File: src/rtl/imem_loader_if.sv
// Byte-stream loader bus: control/stream inputs from the boot master, RAM write
// port and status outputs from the loader.
interface imem_loader_if #(
  parameter int ADDR_W = 9
);
  logic              start_i;
  logic [ADDR_W:0]   len_i;
  logic              abort_i;
  logic              byte_valid_i;
  logic [7:0]        byte_i;
  logic              byte_ready_o;
  logic              we_o;
  logic [ADDR_W-1:0] wa_o;
  logic [31:0]       wd_o;
  logic              busy_o;
  logic              done_o;
  logic              err_o;

  modport master (
    output start_i, len_i, abort_i, byte_valid_i, byte_i,
    input  byte_ready_o, we_o, wa_o, wd_o, busy_o, done_o, err_o
  );

  modport slave (
    input  start_i, len_i, abort_i, byte_valid_i, byte_i,
    output byte_ready_o, we_o, wa_o, wd_o, busy_o, done_o, err_o
  );
endinterface

File: src/rtl/imem_loader.sv
// Instruction RAM loader: packs a little-endian byte stream into 32-bit words
// and writes them to consecutive word addresses starting at 0.
module imem_loader #(
  parameter int ADDR_W = 9
) (
  input logic         clk,
  input logic         rst,
  imem_loader_if.slave bus
);
  localparam int DATA_W = 32;
  localparam logic [ADDR_W:0] DEPTH_W = {1'b1, {ADDR_W{1'b0}}};

  typedef enum logic [1:0] {IDLE, RECV, WRITE, DONE} state_t;

  state_t            state_q;
  logic [ADDR_W:0]   len_q;
  logic [ADDR_W:0]   wcnt_q;
  logic [ADDR_W:0]   wcnt_d;
  logic [1:0]        bcnt_q;
  logic [DATA_W-1:0] asm_q;
  logic              ready_q;
  logic              we_q;
  logic [ADDR_W-1:0] wa_q;
  logic [DATA_W-1:0] wd_q;
  logic              busy_q;
  logic              done_q;
  logic              err_q;

  assign wcnt_d = wcnt_q + 1'b1;

  assign bus.byte_ready_o = ready_q;
  assign bus.we_o         = we_q;
  assign bus.wa_o         = wa_q;
  assign bus.wd_o         = wd_q;
  assign bus.busy_o       = busy_q;
  assign bus.done_o       = done_q;
  assign bus.err_o        = err_q;

  always_ff @(posedge clk or negedge rst) begin
    if (!rst) begin
      state_q <= IDLE;
      len_q   <= '0;
      wcnt_q  <= '0;
      bcnt_q  <= '0;
      asm_q   <= '0;
      ready_q <= 1'b0;
      we_q    <= 1'b0;
      wa_q    <= '0;
      wd_q    <= '0;
      busy_q  <= 1'b0;
      done_q  <= 1'b0;
      err_q   <= 1'b0;
    end else begin
      we_q   <= 1'b0;
      done_q <= 1'b0;
      unique case (state_q)
        IDLE: begin
          if (bus.start_i) begin
            if (bus.len_i > DEPTH_W) begin
              err_q <= 1'b1;
            end else begin
              err_q  <= 1'b0;
              len_q  <= bus.len_i;
              wcnt_q <= '0;
              bcnt_q <= '0;
              busy_q <= 1'b1;
              if (bus.len_i == '0) begin
                state_q <= DONE;
                done_q  <= 1'b1;
              end else begin
                state_q <= RECV;
                ready_q <= 1'b1;
              end
            end
          end
        end
        RECV: begin
          // Abort wins over a byte offered on the same edge; that byte is dropped.
          if (bus.abort_i) begin
            state_q <= IDLE;
            ready_q <= 1'b0;
            busy_q  <= 1'b0;
            err_q   <= 1'b1;
            bcnt_q  <= '0;
          end else if (bus.byte_valid_i) begin
            asm_q[{bcnt_q, 3'b000} +: 8] <= bus.byte_i;
            bcnt_q <= bcnt_q + 1'b1;
            if (bcnt_q == 2'd3) begin
              state_q <= WRITE;
              ready_q <= 1'b0;
              we_q    <= 1'b1;
              wa_q    <= wcnt_q[ADDR_W-1:0];
              wd_q    <= {bus.byte_i, asm_q[23:0]};
            end
          end
        end
        WRITE: begin
          // The write presented this cycle is already committed even on abort.
          if (bus.abort_i) begin
            state_q <= IDLE;
            busy_q  <= 1'b0;
            err_q   <= 1'b1;
            bcnt_q  <= '0;
          end else begin
            wcnt_q <= wcnt_d;
            bcnt_q <= '0;
            if (wcnt_d == len_q) begin
              state_q <= DONE;
              done_q  <= 1'b1;
            end else begin
              state_q <= RECV;
              ready_q <= 1'b1;
            end
          end
        end
        DONE: begin
          state_q <= IDLE;
          busy_q  <= 1'b0;
          wcnt_q  <= '0;
        end
        default: state_q <= IDLE;
      endcase
    end
  end
endmodule
File: src/flat_wrapper.sv
// flat-port wrapper written by rule: the top's interface ports become plain ports
module imem_loader_flat 
#(
  parameter int ADDR_W = 9
)
  (clk, rst, bus_start_i, bus_len_i, bus_abort_i, bus_byte_valid_i, bus_byte_i, bus_byte_ready_o, bus_we_o, bus_wa_o, bus_wd_o, bus_busy_o, bus_done_o, bus_err_o);
  imem_loader_if #(.ADDR_W(ADDR_W)) bus_i ();
  input logic clk;
  input logic rst;
  input wire logic [$bits(bus_i.start_i)-1:0] bus_start_i;
  input wire logic [$bits(bus_i.len_i)-1:0] bus_len_i;
  input wire logic [$bits(bus_i.abort_i)-1:0] bus_abort_i;
  input wire logic [$bits(bus_i.byte_valid_i)-1:0] bus_byte_valid_i;
  input wire logic [$bits(bus_i.byte_i)-1:0] bus_byte_i;
  output wire logic [$bits(bus_i.byte_ready_o)-1:0] bus_byte_ready_o;
  output wire logic [$bits(bus_i.we_o)-1:0] bus_we_o;
  output wire logic [$bits(bus_i.wa_o)-1:0] bus_wa_o;
  output wire logic [$bits(bus_i.wd_o)-1:0] bus_wd_o;
  output wire logic [$bits(bus_i.busy_o)-1:0] bus_busy_o;
  output wire logic [$bits(bus_i.done_o)-1:0] bus_done_o;
  output wire logic [$bits(bus_i.err_o)-1:0] bus_err_o;
  assign bus_i.start_i = bus_start_i;
  assign bus_i.len_i = bus_len_i;
  assign bus_i.abort_i = bus_abort_i;
  assign bus_i.byte_valid_i = bus_byte_valid_i;
  assign bus_i.byte_i = bus_byte_i;
  assign bus_byte_ready_o = bus_i.byte_ready_o;
  assign bus_we_o = bus_i.we_o;
  assign bus_wa_o = bus_i.wa_o;
  assign bus_wd_o = bus_i.wd_o;
  assign bus_busy_o = bus_i.busy_o;
  assign bus_done_o = bus_i.done_o;
  assign bus_err_o = bus_i.err_o;
  imem_loader #(.ADDR_W(ADDR_W)) u_core (.clk(clk), .rst(rst), .bus(bus_i));
endmodule
File: config.mk
export PLATFORM = sky130hd
export DESIGN_NAME = imem_loader_flat
export DESIGN_NICKNAME = d
export VERILOG_FILES = /design/src/rtl/imem_loader_if.sv /design/src/rtl/imem_loader.sv /design/src/flat_wrapper.sv
export SDC_FILE = /design/constraint.sdc
export NUM_CORES = 1
export LEC_CHECK = 0
export CELL_PAD_IN_SITES_DETAIL_PLACEMENT = 1
export CELL_PAD_IN_SITES_GLOBAL_PLACEMENT = 1
export CORE_ASPECT_RATIO = 0.5
export CORE_MARGIN = 5
export CORE_UTILIZATION = 44
export DETAILED_ROUTE_END_ITERATION = 12
export HOLD_SLACK_MARGIN = 0.15
export PLACE_DENSITY_LB_ADDON = 0.1
export SYNTH_ARGS = -nofsm -noshare
export SYNTH_HDL_FRONTEND = slang
export SYNTH_SLANG_ARGS = --single-unit
export TNS_END_PERCENT = 1
File: constraint.sdc
create_clock -name clk -period 6.5 [get_ports clk]
set_input_delay 1.95 -clock clk [delete_from_list [all_inputs] [get_ports clk]]
set_output_delay 1.95 -clock clk [all_outputs]
set_load 0.005 [all_outputs]
==> flow_metrics.env, run 1 <==
export IMPL_status="complete, no violations"
export IMPL_crit_arrival_ns=4.53
export IMPL_tightest_slew_ns=0.982
export IMPL_cts_root_buf="clkbuf_16"
export IMPL_crit_path_max_incr_delay_ns=0.74
export IMPL_mostFrequentLayoutCells="nand2_1, dfrtp_1, clkdlybuf4s50_1, o21ai_0, nand3_1"
export IMPL_worstPathMaxFanout=11
export IMPL_detail_route_wirelength_um=11400
export IMPL_timing_setup_tns_ns=0
export IMPL_fin_cells=700
export IMPL_die_height_um=81.2
export IMPL_cts_post_setup_buffers_inserted=0
export IMPL_fillers=1158
export IMPL_slew_headroom=0.345
export IMPL_fp_dieArea_mm2=0.0124
export IMPL_power_net_switching_mw=0.543
export IMPL_port_buffers=68
export IMPL_critPathRequiredTime_ns=6.73
export IMPL_ys_async_sr_fraction=1.00
export IMPL_multiInputGateArea_mm2=0.00197
export IMPL_n_antenna_cell=0
export IMPL_cts_reportedPaths_clkPinSlew_ns=0.07
export IMPL_power_leakage_nw=2.53
export IMPL_yosys_warnings=0
export IMPL_commonest_non_fill_non_tap_cell_in_the_layout="nand2_1"
export IMPL_global_route_overflow_total=0
export IMPL_gp_congestion=0.849
export IMPL_drc=0
export IMPL_final_setup_viol_count=0
export IMPL_final_max_slew_viol_count=0
export IMPL_power_switching_share=0.322
export IMPL_syn_mean_instance_area_um2=8.96
export IMPL_synthCells=498
export IMPL_cts_sinks=94
export IMPL_syn_num_nets=531
export IMPL_yosysUniqueCellTypes=54
export IMPL_dp_cells=684
export IMPL_post_drt_wl_per_cell_um=16.2
export IMPL_ioPinCount=69
export IMPL_track_usage=0.196
export IMPL_detail_route_first_pass_iterations=4
export IMPL_drt_antenna_violating_nets=0
export IMPL_htreeDepth=3
export IMPL_timing_hold_worst_class="register to register"
export IMPL_tritoncts_clock_tree="done"
export IMPL_dr_total_vias=3693
export IMPL_max_freq_ghz=0.233
export IMPL_postSynth_topFlopCell="dfrtp_1"
export IMPL_avgViaCountPerCell=5.28
export IMPL_critical_path_startpoint_type="input pin"
export IMPL_power_sequential_fraction=0.429
export IMPL_rrSetupSlack_ns=3.94
export IMPL_number_of_antenna_violations_at_the_first_check_in_global_routing=0
export IMPL_start_util=0.444
export IMPL_crit_path_end_kind="register"
export IMPL_syn_area_mm2=0.00446
export IMPL_start_to_end_type_of_the_worst_setup_path="input pin to register"
export IMPL_grt_max_degree=79
export IMPL_die_width_um=152
export IMPL_seq_area_frac_synth=0.527
export IMPL_timing_final_crit_share=0.661
export IMPL_power_density_mw_per_mm2=303
export IMPL_synthToLayoutAreaGrowth_pct=24.6
export IMPL_seqCellArea_mm2=0.00235
export IMPL_number_of_hold_violations_in_the_final_report=0
export IMPL_dpl_worst_slack_ns=1.81
export IMPL_grt_pass1_vias=3772
export IMPL_critical_path_n_buffers_inverters=1
export IMPL_postCtsResizedCells=0
export IMPL_pwr_share_comb=0.240
export IMPL_max_clock_path_buffers=2
export IMPL_cts_made_buffers=9
export IMPL_final_critical_path_setup_slack_ns=2.20
export IMPL_critical_path_top_delay_family="simple AND/OR/NAND/NOR gates"
export IMPL_synth_seq_cells=94
export IMPL_design_final_nets=588
export IMPL_critical_path_slowest_cell="a21oi_1"
export IMPL_clock_power_share=0.331
export IMPL_final_setup_skew_ns=0.00902
export IMPL_post_route_cells_drive_above_1_share=0.0607
export IMPL_fp_row_count=26
export IMPL_ir_worst_vdd_mv=0.139
export IMPL_min_period_ns=4.30
export IMPL_grt_first_pass_wirelength_um=19300
export IMPL_rsz0062_at_grt="no"
export IMPL_core_area_mm2=0.0101
export IMPL_post_synth_edffs=0
export IMPL_cells_along_the_critical_path="clkdlybuf4s50_1 -> or4_4 -> or3_1 -> a21oi_1 -> mux2_2"
export IMPL_cellInternalPower_mw=1.14
export IMPL_cap_viol_max_count=0
export IMPL_ctsHoldBuffers=0
export IMPL_clock_insertion_delay_worst_skew_ns=0.35
export IMPL_hpwlAfterDp_um=8020
export IMPL_dr_first_iter_drc_count=239
export IMPL_fin_hold_ws_ns=0.473
sequential cells by signal (all words and copies together) (netlist names):
register and flops:
u_core.bus.we_o 1, u_core.bus.done_o 1, u_core.wcnt_q 10, u_core.len_q 10
u_core.bus.byte_ready_o 1, u_core.bcnt_q 2, u_core.bus.busy_o 1, u_core.bus.wa_o 9
u_core.asm_q 24, u_core.bus.err_o 1, u_core.state_q 2, u_core.bus.wd_o 32
per-layer routing:
metal,vias to the layer above,routed length [um],part of all wire,GRT usage
met5,-,0,0,0
met4,0,53,0.0047,0.0356
met3,8,455,0.040,0.0463
met2,58,5670,0.50,0.360
met1,1852,5170,0.46,0.242
li1,1775,-,-,-
worst paths after layout:
kind,startpoint,endpoint,cells past startpoint
setup / recovery,bus_len_i[4],u_core.len_q[3]$_DFFE_PN0P_,5
hold / removal,u_core.bus.wd_o[20]$_DFFE_PN0P_,u_core.bus.wd_o[20]$_DFFE_PN0P_,2
setup reg to reg,u_core.state_q[0]$_DFFE_PN0P_,u_core.bus.byte_ready_o$_DFFE_PN0P_,7
hold reg to reg,u_core.bus.wd_o[20]$_DFFE_PN0P_,u_core.bus.wd_o[20]$_DFFE_PN0P_,2
max in group asynchronous,rst,u_core.bus.we_o$_DFF_PN0_,2
min in group asynchronous,rst,u_core.len_q[2]$_DFFE_PN0P_,1
power groups by stage:
stage          Combinational (mW)  Sequential [mW]  Clock (mW)
2_1_floorplan               0.285            0.715           0
3_3_place_gp                0.389            0.731           0
3_5_place_dp                0.407            0.735           0
4_1_cts                     0.409            0.725       0.572
5_1_grt                     0.462            0.735       0.602
6_report                    0.405            0.723       0.558
cell families (layout without fill, tap and decap cells):
kind of cell / count (synthesis) / count (layout) / synth area share
adder cells (fa/ha/maj): 10 / 10 / 0.0280
multiplexers: 12 / 12 / 0.0294
XOR/XNOR: 10 / 10 / 0.0196
AO/OA/AOI/OAI: 76 / 76 / 0.110
flip-flops: 94 / 94 / 0.527
AND/OR/NAND/NOR: 260 / 260 / 0.255
buffers and inverters: 36 / 98 / 0.0306
cell usage after synthesis (2+ instances only):
cell,number,area [um2]
mux2_2,9,101
nor2_1,7,26.3
inv_1,10,37.5
or3_1,8,50.1
dfrtp_1,94,2350
a31oi_1,5,31.3
nand2_1,192,721
o211ai_1,3,22.5
nand4b_1,3,26.3
nand3_1,11,55.1
clkbuf_1,23,86.3
nand3b_1,2,15.0
a211oi_1,3,22.5
nand2b_1,5,31.3
o2111ai_1,2,17.5
mux2i_1,3,30.0
ha_1,10,125
or2_2,2,12.5
nor3b_1,3,22.5
and3_1,4,25.0
nand4_1,3,18.8
o21ai_0,36,180
nor4b_1,2,17.5
xor2_1,4,35.0
nor3_1,6,30.0
a21oi_1,8,40.0
a22o_1,3,26.3
nor2b_1,4,25.0
and2_1,2,12.5
xnor2_1,6,52.6
o32ai_1,2,17.5
tightest hold or removal path, delay by kind of cell (launching register included):
kind	cells	cell delay, ns
flops	1	0.34
simple gates	2	0.10
layout make-up:
cell class,instances,area share
Inverter,11,0.00743
Timing Repair Buffer,71,0.126
Clock buffer,10,0.0430
Sequential cell,94,0.423
Multi-Input combinational cell,368,0.355
Tap cell,140,0.0315
Clock inverter,6,0.0140
through the flow:
step | power [mW] | cell area [um2] | utilization
final | 1.69 | 5560 | 0.553
after global routing | 1.80 | 5560 | 0.553
after CTS | 1.71 | 5560 | 0.553
after detailed placement | 1.14 | 5240 | 0.522
after global placement | 1.12 | 5240 | 0.522
after floorplan | 1.00 | 4460 | -
Power figures use the tool's default switching activity.
==> run 2, diff against run 1 <==
Settings changed: CORE_UTILIZATION 44 to 37.
Clock period 6.5 ns to 3.7 ns, I/O delays scaled along.
==> flow_metrics.env, run 2 (synthesis gave the netlist of run 1 again) <==
export IMPL_status="complete, no violations"
export IMPL_clock_insertion_delay_worst_skew_ns=0.35
export IMPL_cts_made_buffers=9
export IMPL_timing_hold_worst_class="register to register"
export IMPL_die_width_um=165
export IMPL_crit_path_end_kind="register"
export IMPL_tightest_slew_ns=0.972
export IMPL_start_to_end_type_of_the_worst_setup_path="input pin to register"
export IMPL_number_of_antenna_violations_at_the_first_check_in_global_routing=0
export IMPL_commonest_non_fill_non_tap_cell_in_the_layout="nand2_1"
export IMPL_cells_along_the_critical_path="clkdlybuf4s50_1 -> or4_4 -> o31ai_4 -> nand2_2 -> a21o_1 -> or4b_1 -> nand3_1"
export IMPL_design_final_nets=593
export IMPL_top_usage_layer="met2"
export IMPL_fin_cells=730
export IMPL_cap_viol_max_count=0
export IMPL_ctsHoldBuffers=0
export IMPL_core_area_mm2=0.0118
export IMPL_worstPathMaxFanout=6
export IMPL_final_max_slew_viol_count=0
export IMPL_clock_power_share=0.313
export IMPL_mostFrequentLayoutCells="nand2_1, dfrtp_1, clkdlybuf4s50_1, o21ai_0, nand3_1"
export IMPL_critical_path_slowest_cell="or4_4"
export IMPL_grt_pass1_vias=3839
export IMPL_post_route_cells_drive_above_1_share=0.0690
export IMPL_met3_usage=0.0418
export IMPL_final_setup_viol_count=0
export IMPL_cts_sinks=94
export IMPL_cts_post_setup_buffers_inserted=0
export IMPL_critical_path_top_delay_family="simple AND/OR/NAND/NOR gates"
export IMPL_ir_worst_vdd_mv=0.262
export IMPL_crit_arrival_ns=3.37
export IMPL_timing_final_crit_share=0.837
export IMPL_port_buffers=68
export IMPL_grt_first_pass_wirelength_um=19500
export IMPL_global_route_overflow_total=0
export IMPL_dr_first_iter_drc_count=192
export IMPL_power_density_mw_per_mm2=517
export IMPL_worstHoldEndpoint="u_core.bus.wd_o[6]$_DFFE_PN0P_"
export IMPL_die_height_um=87.7
export IMPL_worst_hold_startpoint="u_core.asm_q[6]$_DFFE_PN0P_"
export IMPL_groute_layer_met2_usage=0.295
export IMPL_avgViaCountPerCell=5.02
export IMPL_crit_path_max_incr_delay_ns=0.58
export IMPL_power_leakage_nw=2.55
export IMPL_timing_setup_tns_ns=0
export IMPL_drc=0
export IMPL_slew_headroom=0.347
export IMPL_synthToLayoutAreaGrowth_pct=25.8
export IMPL_worstRegToRegCells=7
export IMPL_grt_max_degree=55
export IMPL_power_net_switching_mw=0.961
export IMPL_cellInternalPower_mw=1.94
export IMPL_detail_route_first_pass_iterations=4
export IMPL_detail_route_wirelength_um=11500
export IMPL_min_period_ns=3.10
export IMPL_number_of_flip_flops_in_the_largest_register=32
export IMPL_max_freq_ghz=0.323
export IMPL_r2r_start="u_core.wcnt_q[0]$_DFFE_PN0P_"
export IMPL_power_switching_share=0.331
export IMPL_fp_dieArea_mm2=0.0145
export IMPL_start_util=0.378
export IMPL_final_setup_skew_ns=0.0122
export IMPL_tritoncts_clock_tree="done"
export IMPL_critical_path_startpoint_type="input pin"
export IMPL_worstReg2RegEnd="u_core.bus.byte_ready_o$_DFFE_PN0P_"
export IMPL_ioPinCount=69
export IMPL_drt_antenna_violating_nets=0
export IMPL_gp_congestion=0.782
export IMPL_grt_util_met1=0.221
export IMPL_dp_cells=714
export IMPL_cts_root_buf="clkbuf_16"
export IMPL_n_antenna_cell=0
export IMPL_hpwlAfterDp_um=8210
export IMPL_htreeDepth=3
export IMPL_number_of_hold_violations_in_the_final_report=0
export IMPL_critPathRequiredTime_ns=3.97
export IMPL_fp_row_count=28
export IMPL_power_sequential_fraction=0.437
export IMPL_cts_reportedPaths_clkPinSlew_ns=0.08
export IMPL_post_drt_wl_per_cell_um=15.7
export IMPL_rrSetupSlack_ns=1.13
export IMPL_hold_path_cell_count=2
export IMPL_postCtsResizedCells=0
export IMPL_pwr_share_comb=0.250
export IMPL_max_clock_path_buffers=2
export IMPL_critical_path_n_buffers_inverters=1
export IMPL_rsz0062_at_grt="no"
export IMPL_track_usage=0.171
export IMPL_dr_total_vias=3664
## run 2: cell type report
class | instances | area [um2]
clock inverters | 7 | 62.6
repair buffers | 76 | 751
fillers | 1385 | 6190
flip-flops and latches | 94 | 2350
multi-input cells | 368 | 1970
inverters | 11 | 41.3
well taps | 165 | 206
clock buffers | 9 | 225
## run 2: worst max-delay path by stage
stage                     slack (ns)  cells past startpoint         start                            to
after floorplan                 0.77                      5  bus_len_i[4]   u_core.len_q[0]$_DFFE_PN0P_
after global placement          0.28                      7  bus_len_i[4]  u_core.wcnt_q[7]$_DFFE_PN0P_
after detailed placement        0.24                      7  bus_len_i[4]  u_core.wcnt_q[7]$_DFFE_PN0P_
after CTS                       0.60                      7  bus_len_i[4]  u_core.wcnt_q[7]$_DFFE_PN0P_
after global routing            0.51                      7  bus_len_i[4]  u_core.wcnt_q[7]$_DFFE_PN0P_
final                           0.60                      7  bus_len_i[4]  u_core.wcnt_q[7]$_DFFE_PN0P_
## run 2: metal layers
metal | share of wire | vias to the layer above
met3 | 0.037 | 11
li1 | - | 1805
met2 | 0.48 | 50
met5 | 0 | -
met1 | 0.47 | 1798
met4 | 0.0096 | 0
## run 2: worst min-delay path, delay by kind of cell, from the launching register on
kind	cells	cell delay [ns]
and+or+nand+nor	2	0.10
DFF	1	0.35
## run 2: stage by stage
step	hold WS [ns]	util	instance area, um2	power, mW	setup WS [ns]
finish	0.470	0.475	5610	2.90	0.603
global route	0.496	0.475	5610	3.08	0.512
CTS	0.478	0.475	5610	2.94	0.600
detailed placement	0.458	0.451	5330	2.02	0.242
global placement	0.449	0.451	5330	2.00	0.280
floorplan	0.439	-	4460	1.76	0.770
## run 2: power by group through the flow
stage          sequential (mW)  combinational [mW]  clock, mW
2_1_floorplan             1.26               0.501          0
3_3_place_gp              1.29               0.712          0
3_5_place_dp              1.29               0.730          0
4_1_cts                   1.27               0.735      0.940
5_1_grt                   1.29               0.811      0.985
6_report                  1.27               0.726      0.908
==> run 3, diff against run 2 <==
Clock period 3.7 ns to 2.6 ns, I/O delays scaled along.
==> flow_metrics.env, run 3 (synthesis gave the netlist of run 1 again) <==
export IMPL_ioPinCount=69
export IMPL_status="complete, no violations"
export IMPL_fp_dieArea_mm2=0.0145
export IMPL_fin_cells=756
export IMPL_power_mw=4.22
export IMPL_max_clock_path_buffers=2
export IMPL_fp_row_count=28
export IMPL_power_density_mw_per_mm2=722
export IMPL_seqCellArea_mm2=0.00235
export IMPL_final_critical_path_setup_slack_ns=0.102
export IMPL_dp_cells=739
export IMPL_cts_made_buffers=9
export IMPL_max_freq_ghz=0.400
export IMPL_critPathRequiredTime_ns=2.88
export IMPL_final_setup_skew_ns=0.00731
export IMPL_clock_insertion_delay_worst_skew_ns=0.34
export IMPL_detail_route_first_pass_iterations=4
export IMPL_timing_critical_path_from="bus_len_i[1]"
export IMPL_start_to_end_type_of_the_worst_setup_path="input pin to register"
export IMPL_worstPathMaxFanout=5
export IMPL_min_period_ns=2.50
export IMPL_detail_route_wirelength_um=11900
export IMPL_tritoncts_clock_tree="done"
export IMPL_global_route_overflow_total=0
export IMPL_rsz0062_at_grt="no"
export IMPL_die_width_um=165
export IMPL_critical_path_startpoint_type="input pin"
export IMPL_number_of_antenna_violations_at_the_first_check_in_global_routing=0
export IMPL_design_final_nets=619
export IMPL_cts_sinks=94
export IMPL_die_height_um=87.7
export IMPL_post_drt_wl_per_cell_um=15.7
export IMPL_timing_final_crit_share=0.961
export IMPL_r2r_start="u_core.wcnt_q[1]$_DFFE_PN0P_"
export IMPL_mostFrequentLayoutCells="nand2_1, dfrtp_1, clkdlybuf4s50_1, o21ai_0, buf_4"
export IMPL_grt_max_degree=39
export IMPL_tightest_slew_ns=0.437
export IMPL_cts_reportedPaths_clkPinSlew_ns=0.07
export IMPL_synthToLayoutAreaGrowth_pct=30.9
export IMPL_timing_hold_worst_class="input pin to asynchronous set/reset pin"
export IMPL_hpwlAfterDp_um=8650
export IMPL_gp_congestion=0.753
export IMPL_post_route_cells_drive_above_1_share=0.113
export IMPL_track_usage=0.177
export IMPL_multiInputGateArea_mm2=0.00199
export IMPL_crit_arrival_ns=2.78
export IMPL_fillers=1420
export IMPL_dr_first_iter_drc_count=161
export IMPL_number_of_flip_flops_in_the_largest_register=32
export IMPL_drc=0
export IMPL_core_area_mm2=0.0118
export IMPL_avgViaCountPerCell=5.00
export IMPL_commonest_non_fill_non_tap_cell_in_the_layout="nand2_1"
export IMPL_cts_root_buf="clkbuf_16"
export IMPL_grt_first_pass_wirelength_um=20200
export IMPL_slew_headroom=0.700
export IMPL_crit_path_end_kind="register"
export IMPL_port_buffers=68
export IMPL_n_antenna_cell=0
export IMPL_dr_total_vias=3777
export IMPL_cap_viol_max_count=0
export IMPL_grt_pass1_vias=3906
export IMPL_fin_hold_ws_ns=0.338
export IMPL_ir_worst_vdd_mv=0.358
export IMPL_drt_antenna_violating_nets=0
export IMPL_final_setup_viol_count=0
export IMPL_start_util=0.378
export IMPL_htreeDepth=3
export IMPL_final_max_slew_viol_count=0
export IMPL_power_leakage_nw=2.70
export IMPL_dpl_worst_slack_ns=-0.501
export IMPL_number_of_hold_violations_in_the_final_report=0
[run 3: layout make-up]
type,count,area share
well taps,165,0.0353
clock buffers,9,0.0386
multi-input cells,368,0.341
repair buffers,102,0.164
clock inverters,7,0.0107
flip-flops and latches,94,0.403
inverters,11,0.00707
[run 3: what timing repair did]
item,in CTS,in global routing
hold buffers,0,0
cloned,0,0
pin swaps,6,6
gates resized for setup,4,4
setup endpoints to repair,13,3
buffers inserted,1,0
[run 3: power breakdown]
group	internal, mW	total (mW)	switching, mW	leakage (nW)
logic	0.494	1.12	0.625	1.28
registers	1.65	1.80	0.153	1.27
clock network	0.673	1.30	0.626	0.145
total	2.81	4.22	1.40	2.70
[run 3: final timing paths]
kind                                                  endpoint  slack (ns)  cells past startpoint
min in group clk               u_core.bus.wd_o[28]$_DFFE_PN0P_        0.47                      2
max in group asynchronous       u_core.bus.wa_o[0]$_DFFE_PN0P_        1.68                      2
setup / recovery                  u_core.wcnt_q[7]$_DFFE_PN0P_        0.10                      7
hold reg to reg                u_core.bus.wd_o[28]$_DFFE_PN0P_        0.47                      2
hold / removal                  u_core.bus.wa_o[5]$_DFFE_PN0P_        0.34                      1
setup reg to reg           u_core.bus.byte_ready_o$_DFFE_PN0P_        0.23                      7
[run 3: per-layer routing]
layer  up-vias  routed length, um  track usage
li1       1857                  -            -
met1      1847               5760        0.236
met2        62               5540        0.300
met3        11                473       0.0381
met4         0                123       0.0412
met5         -                  0            0
[run 3: per-stage QoR]
stage | TNS [ns] | utilization | instance area (um2)
final | 0 | 0.495 | 5840
after global routing | 0 | 0.495 | 5840
after CTS | 0 | 0.493 | 5820
after detailed placement | -8.81 | 0.468 | 5530
after global placement | -7.69 | 0.468 | 5530
after floorplan | 0 | - | 4460
[run 3: worst max-delay path, stage by stage]
cell             delay (ns)
clkdlybuf4s50_1        0.42
or3_4                  0.42
o31ai_4                0.28
nand2_2                0.11
a21o_1                 0.22
or4b_1                 0.47
nand3_1                0.09
